[src/rtl/inst_fetch_ctrl_pkg.sv]
// Shared definitions for the instruction fetch controller: FSM encoding,
// boot PC, NOP word and the address-error exception code.
package inst_fetch_ctrl_pkg;

  typedef enum logic [1:0] {
    S_IDLE      = 2'd0,
    S_WAIT_ADDR = 2'd1,
    S_WAIT_DATA = 2'd2,
    S_HOLD      = 2'd3
  } fetch_state_e;

  localparam logic [31:0] RESET_PC  = 32'hbfc0_0000;
  localparam logic [31:0] NOP_INSTR = 32'h0000_0000;
  localparam logic [4:0]  EXC_ADEL  = 5'h04;

  function automatic logic addr_misaligned(input logic [1:0] lsb);
    return (lsb != 2'b00);
  endfunction

endpackage

[src/rtl/inst_fetch_ctrl_if.sv]
// SRAM-like instruction read channel between the fetch controller (master)
// and the instruction memory (slave).
interface inst_fetch_ctrl_if #(parameter int WIDTH = 32);
  logic             inst_req;
  logic [WIDTH-1:0] inst_addr;
  logic             inst_addr_ok;
  logic             inst_data_ok;
  logic [WIDTH-1:0] inst_rdata;

  modport master (
    output inst_req, inst_addr,
    input  inst_addr_ok, inst_data_ok, inst_rdata
  );

  modport slave (
    input  inst_req, inst_addr,
    output inst_addr_ok, inst_data_ok, inst_rdata
  );
endinterface

[src/rtl/inst_skid_buf.sv]
// Single-entry instruction+PC holding buffer used while decode is stalled
// at the moment the fetched word returns.
module inst_skid_buf #(parameter int WIDTH = 32) (
  input  logic             clk,
  input  logic             rst,
  input  logic             load_i,
  input  logic             drop_i,
  input  logic [WIDTH-1:0] instr_i,
  input  logic [WIDTH-1:0] pc_i,
  output logic             valid_o,
  output logic [WIDTH-1:0] instr_o,
  output logic [WIDTH-1:0] pc_o
);

  logic             valid_q;
  logic [WIDTH-1:0] instr_q;
  logic [WIDTH-1:0] pc_q;

  // Drop takes priority so a flushed entry can never be handed to decode.
  always_ff @(posedge clk or posedge rst) begin
    if (rst) begin
      valid_q <= 1'b0;
      instr_q <= '0;
      pc_q    <= '0;
    end else if (drop_i) begin
      valid_q <= 1'b0;
      instr_q <= '0;
      pc_q    <= '0;
    end else if (load_i) begin
      valid_q <= 1'b1;
      instr_q <= instr_i;
      pc_q    <= pc_i;
    end else begin
      valid_q <= valid_q;
    end
  end

  assign valid_o = valid_q;
  assign instr_o = instr_q;
  assign pc_o    = pc_q;

endmodule

[src/rtl/inst_fetch_ctrl.sv]
// Instruction fetch controller: one outstanding SRAM-like read, IF/ID register
// with stall/flush handling. Optional alignment check under FETCH_ADDR_CHECK_EN.
module inst_fetch_ctrl
  import inst_fetch_ctrl_pkg::*;
#(
  parameter int WIDTH = 32
) (
  input  logic              clk,
  input  logic              rst,
  input  logic [WIDTH-1:0]  pcF,
  input  logic              ceF,
  input  logic              stallD,
  input  logic              flushD,
  inst_fetch_ctrl_if.master bus,
  output logic              stallF,
  output logic [WIDTH-1:0]  instrD,
  output logic [WIDTH-1:0]  pcD,
  output logic              validD
`ifdef FETCH_ADDR_CHECK_EN
  ,
  output logic              addr_errD
`endif
);

  fetch_state_e     state_q;
  logic [WIDTH-1:0] addr_q;
  logic             discard_q;
  logic [WIDTH-1:0] instr_q;
  logic [WIDTH-1:0] pc_q;
  logic             valid_q;

  logic             misalign_s;
  logic             issue_s;
  logic             err_fetch_s;
  logic             data_hit_s;
  logic             deliver_s;
  logic             park_s;
  logic             unpark_s;
  logic             complete_s;
  logic             buf_valid_s;
  logic [WIDTH-1:0] buf_instr_s;
  logic [WIDTH-1:0] buf_pc_s;

`ifdef FETCH_ADDR_CHECK_EN
  logic aerr_q;
  assign misalign_s = addr_misaligned(pcF[1:0]);
  assign addr_errD  = aerr_q;
`else
  assign misalign_s = 1'b0;
`endif

  assign issue_s     = (state_q == S_IDLE) & ceF & ~flushD & ~misalign_s;
  assign err_fetch_s = (state_q == S_IDLE) & ceF & ~flushD & misalign_s & ~stallD;
  // A word returning while flush is pending or asserted is consumed silently.
  assign data_hit_s  = (state_q == S_WAIT_DATA) & bus.inst_data_ok & ~discard_q & ~flushD;
  assign deliver_s   = data_hit_s & ~stallD;
  assign park_s      = data_hit_s & stallD;
  assign unpark_s    = (state_q == S_HOLD) & buf_valid_s & ~stallD & ~flushD;
  assign complete_s  = deliver_s | unpark_s | err_fetch_s;

  assign bus.inst_req  = ~rst & (issue_s | (state_q == S_WAIT_ADDR));
  assign bus.inst_addr = rst ? '0 : ((state_q == S_IDLE) ? pcF : addr_q);
  assign stallF        = rst ? 1'b0 : (stallD ? 1'b1 : (ceF ? ~complete_s : 1'b0));

  inst_skid_buf #(.WIDTH(WIDTH)) u_skid (
    .clk     (clk),
    .rst     (rst),
    .load_i  (park_s),
    .drop_i  ((state_q == S_HOLD) & (flushD | ~stallD)),
    .instr_i (bus.inst_rdata),
    .pc_i    (addr_q),
    .valid_o (buf_valid_s),
    .instr_o (buf_instr_s),
    .pc_o    (buf_pc_s)
  );

  // Fetch FSM plus the IF/ID register it feeds.
  always_ff @(posedge clk or posedge rst) begin
    if (rst) begin
      state_q   <= S_IDLE;
      addr_q    <= WIDTH'(RESET_PC);
      discard_q <= 1'b0;
      instr_q   <= '0;
      pc_q      <= '0;
      valid_q   <= 1'b0;
`ifdef FETCH_ADDR_CHECK_EN
      aerr_q    <= 1'b0;
`endif
    end else begin
      case (state_q)
        S_IDLE: begin
          if (issue_s) begin
            addr_q    <= pcF;
            discard_q <= 1'b0;
            state_q   <= bus.inst_addr_ok ? S_WAIT_DATA : S_WAIT_ADDR;
          end else begin
            state_q <= S_IDLE;
          end
        end
        S_WAIT_ADDR: begin
          // An address accepted together with a flush must still be drained.
          if (bus.inst_addr_ok) begin
            state_q   <= S_WAIT_DATA;
            discard_q <= flushD;
          end else if (flushD) begin
            state_q <= S_IDLE;
          end else begin
            state_q <= S_WAIT_ADDR;
          end
        end
        S_WAIT_DATA: begin
          if (bus.inst_data_ok) begin
            state_q   <= park_s ? S_HOLD : S_IDLE;
            discard_q <= 1'b0;
          end else if (flushD) begin
            discard_q <= 1'b1;
          end else begin
            state_q <= S_WAIT_DATA;
          end
        end
        S_HOLD: begin
          if (flushD || !stallD) begin
            state_q <= S_IDLE;
          end else begin
            state_q <= S_HOLD;
          end
        end
        default: state_q <= S_IDLE;
      endcase

      if (flushD) begin
        valid_q <= 1'b0;
`ifdef FETCH_ADDR_CHECK_EN
        aerr_q  <= 1'b0;
`endif
      end else if (deliver_s) begin
        instr_q <= bus.inst_rdata;
        pc_q    <= addr_q;
        valid_q <= 1'b1;
`ifdef FETCH_ADDR_CHECK_EN
        aerr_q  <= 1'b0;
`endif
      end else if (unpark_s) begin
        instr_q <= buf_instr_s;
        pc_q    <= buf_pc_s;
        valid_q <= 1'b1;
`ifdef FETCH_ADDR_CHECK_EN
        aerr_q  <= 1'b0;
`endif
      end else if (err_fetch_s) begin
        instr_q <= WIDTH'(NOP_INSTR);
        pc_q    <= pcF;
        valid_q <= 1'b1;
`ifdef FETCH_ADDR_CHECK_EN
        aerr_q  <= 1'b1;
`endif
      end else if (!stallD) begin
        valid_q <= 1'b0;
`ifdef FETCH_ADDR_CHECK_EN
        aerr_q  <= 1'b0;
`endif
      end else begin
        valid_q <= valid_q;
      end
    end
  end

  assign instrD = instr_q;
  assign pcD    = pc_q;
  assign validD = valid_q;

endmodule

[src/flat_wrapper.sv]
// flat-port wrapper written by rule: the top's interface ports become plain ports
module inst_fetch_ctrl_flat import inst_fetch_ctrl_pkg::*;
#(
  parameter int WIDTH = 32
)
  (clk, rst, pcF, ceF, stallD, flushD, stallF, instrD, pcD, validD, bus_inst_req, bus_inst_addr, bus_inst_addr_ok, bus_inst_data_ok, bus_inst_rdata);
  inst_fetch_ctrl_if #(.WIDTH(WIDTH)) bus_i ();
  input  logic clk;
  input  logic rst;
  input  logic [WIDTH-1:0] pcF;
  input  logic ceF;
  input  logic stallD;
  input  logic flushD;
  output logic stallF;
  output logic [WIDTH-1:0] instrD;
  output logic [WIDTH-1:0] pcD;
  output logic validD;
  output wire logic [$bits(bus_i.inst_req)-1:0] bus_inst_req;
  output wire logic [$bits(bus_i.inst_addr)-1:0] bus_inst_addr;
  input wire logic [$bits(bus_i.inst_addr_ok)-1:0] bus_inst_addr_ok;
  input wire logic [$bits(bus_i.inst_data_ok)-1:0] bus_inst_data_ok;
  input wire logic [$bits(bus_i.inst_rdata)-1:0] bus_inst_rdata;
  assign bus_inst_req = bus_i.inst_req;
  assign bus_inst_addr = bus_i.inst_addr;
  assign bus_i.inst_addr_ok = bus_inst_addr_ok;
  assign bus_i.inst_data_ok = bus_inst_data_ok;
  assign bus_i.inst_rdata = bus_inst_rdata;
  inst_fetch_ctrl #(.WIDTH(WIDTH)) u_core (.clk(clk), .rst(rst), .pcF(pcF), .ceF(ceF), .stallD(stallD), .flushD(flushD), .bus(bus_i), .stallF(stallF), .instrD(instrD), .pcD(pcD), .validD(validD));
endmodule
[config.mk]
export PLATFORM = sky130hd
export DESIGN_NAME = inst_fetch_ctrl_flat
export DESIGN_NICKNAME = d
export VERILOG_FILES = /design/src/rtl/inst_fetch_ctrl_pkg.sv /design/src/rtl/inst_fetch_ctrl_if.sv /design/src/rtl/inst_skid_buf.sv /design/src/rtl/inst_fetch_ctrl.sv /design/src/flat_wrapper.sv
export SDC_FILE = /design/constraint.sdc
export NUM_CORES = 1
export LEC_CHECK = 0
export BUFFER_PORTS_ARGS = -buffer_cell sky130_fd_sc_hd__buf_2
export CAP_MARGIN = 20
export CORE_UTILIZATION = 50
export CTS_BUF_LIST = sky130_fd_sc_hd__clkbuf_16
export DETAILED_ROUTE_END_ITERATION = 10
export PLACE_DENSITY = 0.76
export SKIP_CTS_REPAIR_TIMING = 1
export SLEW_MARGIN = 20
export SYNTH_ARGS = -nofsm -noshare
export SYNTH_HDL_FRONTEND = slang
export SYNTH_HIERARCHICAL = 1
export SYNTH_SLANG_ARGS = --single-unit
[constraint.sdc]
create_clock -name clk -period 4.45 [get_ports clk]
set_input_delay 0.445 -clock clk [delete_from_list [all_inputs] [get_ports clk]]
set_output_delay 0.445 -clock clk [all_outputs]
set_load 0.1 [all_outputs]
==> metrics, run 1 <==
Yosys reg bits=165; Hold Vio Cnt, Final=0; Starting DRT DRC Count=204; XOR/XNOR share of the synthesized area=0%; Post-Synth Adder-Cell Area=0.783%; simple-gate share of the synthesized area=6.36%; Clock Latency Late Sink=0.42 ns; Top Metal Used=met4; IO Pins=170; arrival time worst endpoint=2.58 ns; synth warn=6; CTS sink cnt=165; CP required=4.01 ns; Routability Congestion=0.843; Crit Path Class=flip-flop to primary output; vias per cell=5.29; startpoint types=flip-flop; Slew @ Worst Pin=1.03 ns; grt ovf=0; Core Box Area=15400 um^2; Critical Path End=bus_inst_req; initial antenna violation count=0; synthesized area=7990 um^2; Reg2Reg Launch Point=u_core/state_q[0]$_DFFE_PP0P_; cts bufs inserted=17; Core Rows=45; # H-tree levels=4; Compound-Gate Fraction of Synth Area=1.28%; Final Cell Area=9500 um^2; Hold WC Path Type=primary input to flip-flop; Final setup viols=0; largest family of logic cells by synthesized area=multiplexers; Clock transition at path regs=0.06 ns; Clock Skew=0.00880 ns; synth-to-layout area growth=19.0%; wire length on met2=9080 um; mean post-synth cell area=13.2 um^2; RSZ-0062 raised after global routing=no; max cap viols=0; Mapped Nets=680; largest net degree at the start of global routing=65; routed wire length per instance=17.9 um; final WL=17600 um; clock buffer depth=2; final core utilization=61.8%; die area=16500 um^2; period utilisation layout=68.0%; CTS root buf=clkbuf_16; M1 WL=7520 um; CTS tree=done; share of cells above drive strength 1=50.1%; die outline height=128 um; vias in the first global route=5549; Cell Area, Placed=8890 um^2; Cells after Synth=604; FF-to-FF path depth=7; port bufs=169; number of nets with antenna violations after routing=0; die width=128 um; Tmin final=3.02 ns; distinct cell type count after synthesis=37; Routed met3 length=578 um; drt pass-1 iters=4; all-layer global routing usage=22.3%; via count=5206; Total Nets Final=837; Max Clock Freq=331 MHz; register area share after synthesis=51.8%; worst r2r dst=u_core/u_skid/instr_o[29]$_DFFE_PP0P_; FF-to-FF setup slack=1.78 ns; first-pass GRT wire length=28200 um; worst setup path start=u_core/state_q[1]$_DFFE_PP0P_; Initial Util=52.0%; status=finished, final reports clean; CP max FO=35; relative slew slack=31.3%; hpwl dp=11300 um; n_diodes=0; final setup TNS=0 ns; Worst setup EP type=primary output; Final WS setup=1.43 ns; pins over their slew limit=0; residual DRC count=0; post-synthesis mux area share=35.4%; Place WS=1.80 ns
## worst min path at each step
stage | startpoint | endpoint | slack (ns) | cells after the start
floorplan | u_core/u_skid/valid_o$_DFFE_PP0P_ | u_core/u_skid/valid_o$_DFFE_PP0P_ | 0.46 | 2
global placement | u_core/u_skid/pc_o[26]$_DFFE_PP0P_ | u_core/u_skid/pc_o[26]$_DFFE_PP0P_ | 0.50 | 2
detailed placement | u_core/discard_q$_DFFE_PP0P_ | u_core/discard_q$_DFFE_PP0P_ | 0.50 | 1
CTS | bus_inst_rdata[18] | u_core/instrD[18]$_DFFE_PP0P_ | 0.26 | 2
global route | bus_inst_rdata[5] | u_core/instrD[5]$_DFFE_PP0P_ | 0.26 | 2
finish | bus_inst_rdata[18] | u_core/instrD[18]$_DFFE_PP0P_ | 0.27 | 2
## cells by family (layout without fill, tap and decap cells)
logic type,count (synthesis),in the layout
AOI/OAI and AO/OA,13,13
adders and majority gates,5,5
buffers and inverters,49,219
DFF,165,165
muxes,257,257
and+or+nand+nor,115,115
## through the flow
stage	hold slack, ns	instances
3_5_place_dp	0.500	952
3_3_place_gp	0.495	952
5_1_grt	0.259	985
6_report	0.268	985
2_1_floorplan	0.461	604
4_1_cts	0.255	984
## critical path, stage by stage (launching register included)
cell and delay [ns]:
dfrtp_1 0.42, inv_1 0.12, ha_2 0.24, nand3b_4 0.49, a21oi_1 0.41, buf_2 0.48
## registers in the layout, indices dropped and copies added, names as in the netlist
signal	flops
u_core/addr_q	32
u_core/validD	1
u_core/u_skid/valid_o	1
u_core/state_q	2
u_core/u_skid/pc_o	32
u_core/instrD	32
u_core/u_skid/instr_o	32
u_core/pcD	32
u_core/discard_q	1
## cell type report
cell class                 count  area (um^2)
fill                        1190         5870
clock buffer                  17          425
tap                          211          264
timing repair buffer         178          938
sequential                   165         4140
clock inverter                15          161
inverter                       9         37.5
multi-input combinational    390         3530
## synth_stat cells
master,n,area [um^2]
mux2_2,147,1660
nor4bb_1,1,10.0
dfrtp_1,156,3900
a2111oi_0,1,8.76
buf_6,10,113
buf_2,10,50.1
nor3b_1,1,7.51
o221a_2,1,11.3
o221ai_1,1,8.76
ha_1,5,62.6
nand4bb_1,1,11.3
mux2i_1,96,961
mux2_4,14,210
nor2_1,100,375
a21boi_0,1,7.51
nor4bb_4,1,25.0
inv_1,9,33.8
buf_8,5,75.1
or3_1,1,6.26
a311o_1,1,10.0
nand3b_4,1,20.0
dfstp_2,9,236
o21a_1,1,7.51
buf_4,5,37.5
nand2b_1,2,12.5
nor2b_1,1,6.26
nand3b_1,2,15.0
o31a_1,1,8.76
o211ai_1,1,7.51
nand2_1,2,7.51
o32ai_1,1,8.76
a31oi_1,1,6.26
and2_1,1,6.26
nor3_1,1,5.00
clkbuf_1,10,37.5
o21bai_1,1,7.51
a21oi_1,2,10.0
## routing by layer
layer | global-route usage, % | vias to the layer above
met5 | 0 | -
met4 | 10.4 | 0
met3 | 3.99 | 35
met2 | 38.8 | 118
met1 | 27.0 | 2628
li1 | - | 2425
## placed cells by master (no fill, tap or decap), types with 3 or more instances in the layout
| cell type | n |
|---|---|
| mux2_2 | 147 |
| dfstp_2 | 9 |
| inv_1 | 7 |
| buf_2 | 169 |
| clkbuf_16 | 17 |
| mux2_4 | 14 |
| bufinv_16 | 3 |
| nor2_1 | 99 |
| buf_4 | 7 |
| clkinv_2 | 6 |
| mux2i_1 | 96 |
| dfrtp_1 | 156 |
| ha_1 | 4 |
Power of run 1 is not shown: default switching activity piles up to over one toggle a cycle in this logic, so the estimate is an artifact.
==> inputs of run 2 (changes only) <==
Clock period 4.45 ns to 2.8 ns, I/O delays scaled along.
==> run 2 against run 1 <==
  * Worst setup slack lost 1.3 ns
  * Global-route usage shrank 0.35 points
  * Clock skew is essentially flat
  * Routed wire length shrank 2.3%
  * Core utilization is essentially flat
  * Critical path depth grew 1
  * Non-clock buffer count grew 3
  * Clock-buffer cell count is the same
  * Cell count grew 0.20%
  * Critical endpoint is now bus_inst_addr[15]
==> metrics, run 2 (synthesized netlist as in run 1, its figures left out) <==
status=finished, final reports clean; grt ovf=0 (unchanged); Worst Hold Slack=0.104 ns (-0.164 ns); period utilisation layout=94.8%; n_diodes=0 (unchanged); Hold WC Path Type=primary input to flip-flop; number of nets with antenna violations after routing=0 (unchanged); Starting DRT DRC Count=191 (-6.4%); Total Nets Final=840 (+0.36%); CTS root buf=clkbuf_16; Initial Util=52.0% (unchanged); Routed met3 length=716 um (+24%); die outline height=128 um (unchanged); most frequent cells in the layout=169 x buf_2, 156 x dfrtp_1, 147 x mux2_2; Clock Skew=0.00852 ns (-0.000286 ns); vias per cell=5.34 (+0.99%); Multi-input gate area=3540 um^2 (+0.32%); Hold Vio Cnt, Final=0 (unchanged); hold path depth=2 (unchanged); clock buffer depth=2 (unchanged); CP required=2.52 ns (-1.49 ns); wire length on met2=8870 um (-2.3%); FF-to-FF path depth=5 (-2); die width=128 um (unchanged); relative slew slack=28.6% (-2.8 points); first-pass GRT wire length=27800 um (-1.4%); Max Clock Freq=377 MHz; max cap viols=0 (unchanged); largest net degree at the start of global routing=65 (unchanged); Worst Hold End=u_core/instrD[11]$_DFFE_PP0P_; routed wire length per instance=17.5 um (-2.5%); cts bufs inserted=17 (unchanged); Core Box Area=15400 um^2 (unchanged); Clock transition at path regs=0.06 ns (about the same); CTS sink cnt=165 (unchanged); IO Pins=170 (unchanged); die area=16500 um^2 (unchanged); Core Rows=45 (unchanged); Worst setup EP type=primary output; final WL=17200 um (-2.3%); CP max stage cell=ha_2; initial antenna violation count=0 (unchanged); startpoint types=flip-flop; pins over their slew limit=0 (unchanged); commonest non-fill, non-tap cell in the layout=buf_2; drt pass-1 iters=4 (unchanged); crit-path cells=inv_1 -> ha_2 -> buf_12 -> mux2i_1 -> nor2_1 -> buf_2; synth-to-layout area growth=18.9% (about the same); Final setup viols=0 (unchanged); hpwl dp=11400 um (+0.88%); Final WS setup=0.146 ns (-1.28 ns); worst r2r dst=u_core/instrD[10]$_DFFE_PP0P_; Crit Path Class=flip-flop to primary output; Clock Latency Late Sink=0.42 ns (about the same); Reg area=4140 um^2 (unchanged); Routability Congestion=0.857 (+1.7%); max incr delay on CP=0.44 ns (-0.05 ns); Place WS=0.402 ns (-1.40 ns); Tmin final=2.65 ns; residual DRC count=0 (unchanged); M1 WL=7370 um (-1.9%); Top Metal Used=met4; port bufs=169 (unchanged); arrival time worst endpoint=2.37 ns (-0.21 ns); all-layer global routing usage=22.0% (-0.35 points); Slew @ Worst Pin=1.07 ns (+0.0415 ns); vias in the first global route=5543 (-0.11%); CTS tree=done; Reg2Reg Launch Point=u_core/state_q[0]$_DFFE_PP0P_; worst hold start=bus_inst_rdata[11]; via count=5268 (+1.2%); CP max FO=27 (-23%); FF-to-FF setup slack=0.32 ns (-1.46 ns); share of cells above drive strength 1=49.6% (-0.52 points); # H-tree levels=4 (unchanged); RSZ-0062 raised after global routing=no; Fillers=1278 (+7.4%)
run 2: cell count changes in the layout (fill, tap and decap cells not counted), sizes merged:
cell    change
bufinv      -2
buf         +3
clkinv      -1
inv         +2
run 2: how the worst max path moves through the flow:
stage / start / endpoint / cells after the start
after floorplan: rst / stallF / 4
after global placement: u_core/state_q[0]$_DFFE_PP0P_ / u_core/pcD[28]$_DFFE_PP0P_ / 5
after detailed placement: u_core/state_q[0]$_DFFE_PP0P_ / u_core/instrD[10]$_DFFE_PP0P_ / 5
after CTS: u_core/state_q[0]$_DFFE_PP0P_ / bus_inst_addr[25] / 6
after global routing: u_core/state_q[1]$_DFFE_PP0P_ / bus_inst_addr[25] / 6
final: u_core/state_q[0]$_DFFE_PP0P_ / bus_inst_addr[15] / 6
run 2: per-stage QoR:
step	utilization, %	TNS, ns	instances	instance area, um^2
floorplan	-	-0.203	604	8030
global placement	58.4	0	956	8970
detailed placement	58.4	0	956	8970
CTS	61.8	0	987	9490
global route	61.8	0	987	9490
finish	61.8	0	987	9490
run 2: critical path: cells and delay by family, from the launching register on:
family                   cells  cell delay [ns]
buffers and inverters        3             0.84
adder cells (fa/ha/maj)      1             0.44
flip-flops                   1             0.42
multiplexers                 1             0.11
AND/OR/NAND/NOR              1             0.10
run 2: layout make-up:
class                      instances  share of cell area (%)
clock buffer                      17                    4.48
inverter                           9                   0.395
sequential                       165                    43.6
timing repair buffer             181                    10.4
tap                              211                    2.78
clock inverter                    14                    1.01
multi-input combinational        390                    37.3
run 2: routing by layer:
| metal | GRT usage (%) | up-vias |
|---|---|---|
| met5 | 0 | - |
| met4 | 7.54 | 0 |
| met3 | 5.03 | 20 |
| met2 | 38.3 | 132 |
| met1 | 26.9 | 2684 |
| li1 | - | 2432 |
Power of run 2 is left out for the same reason.
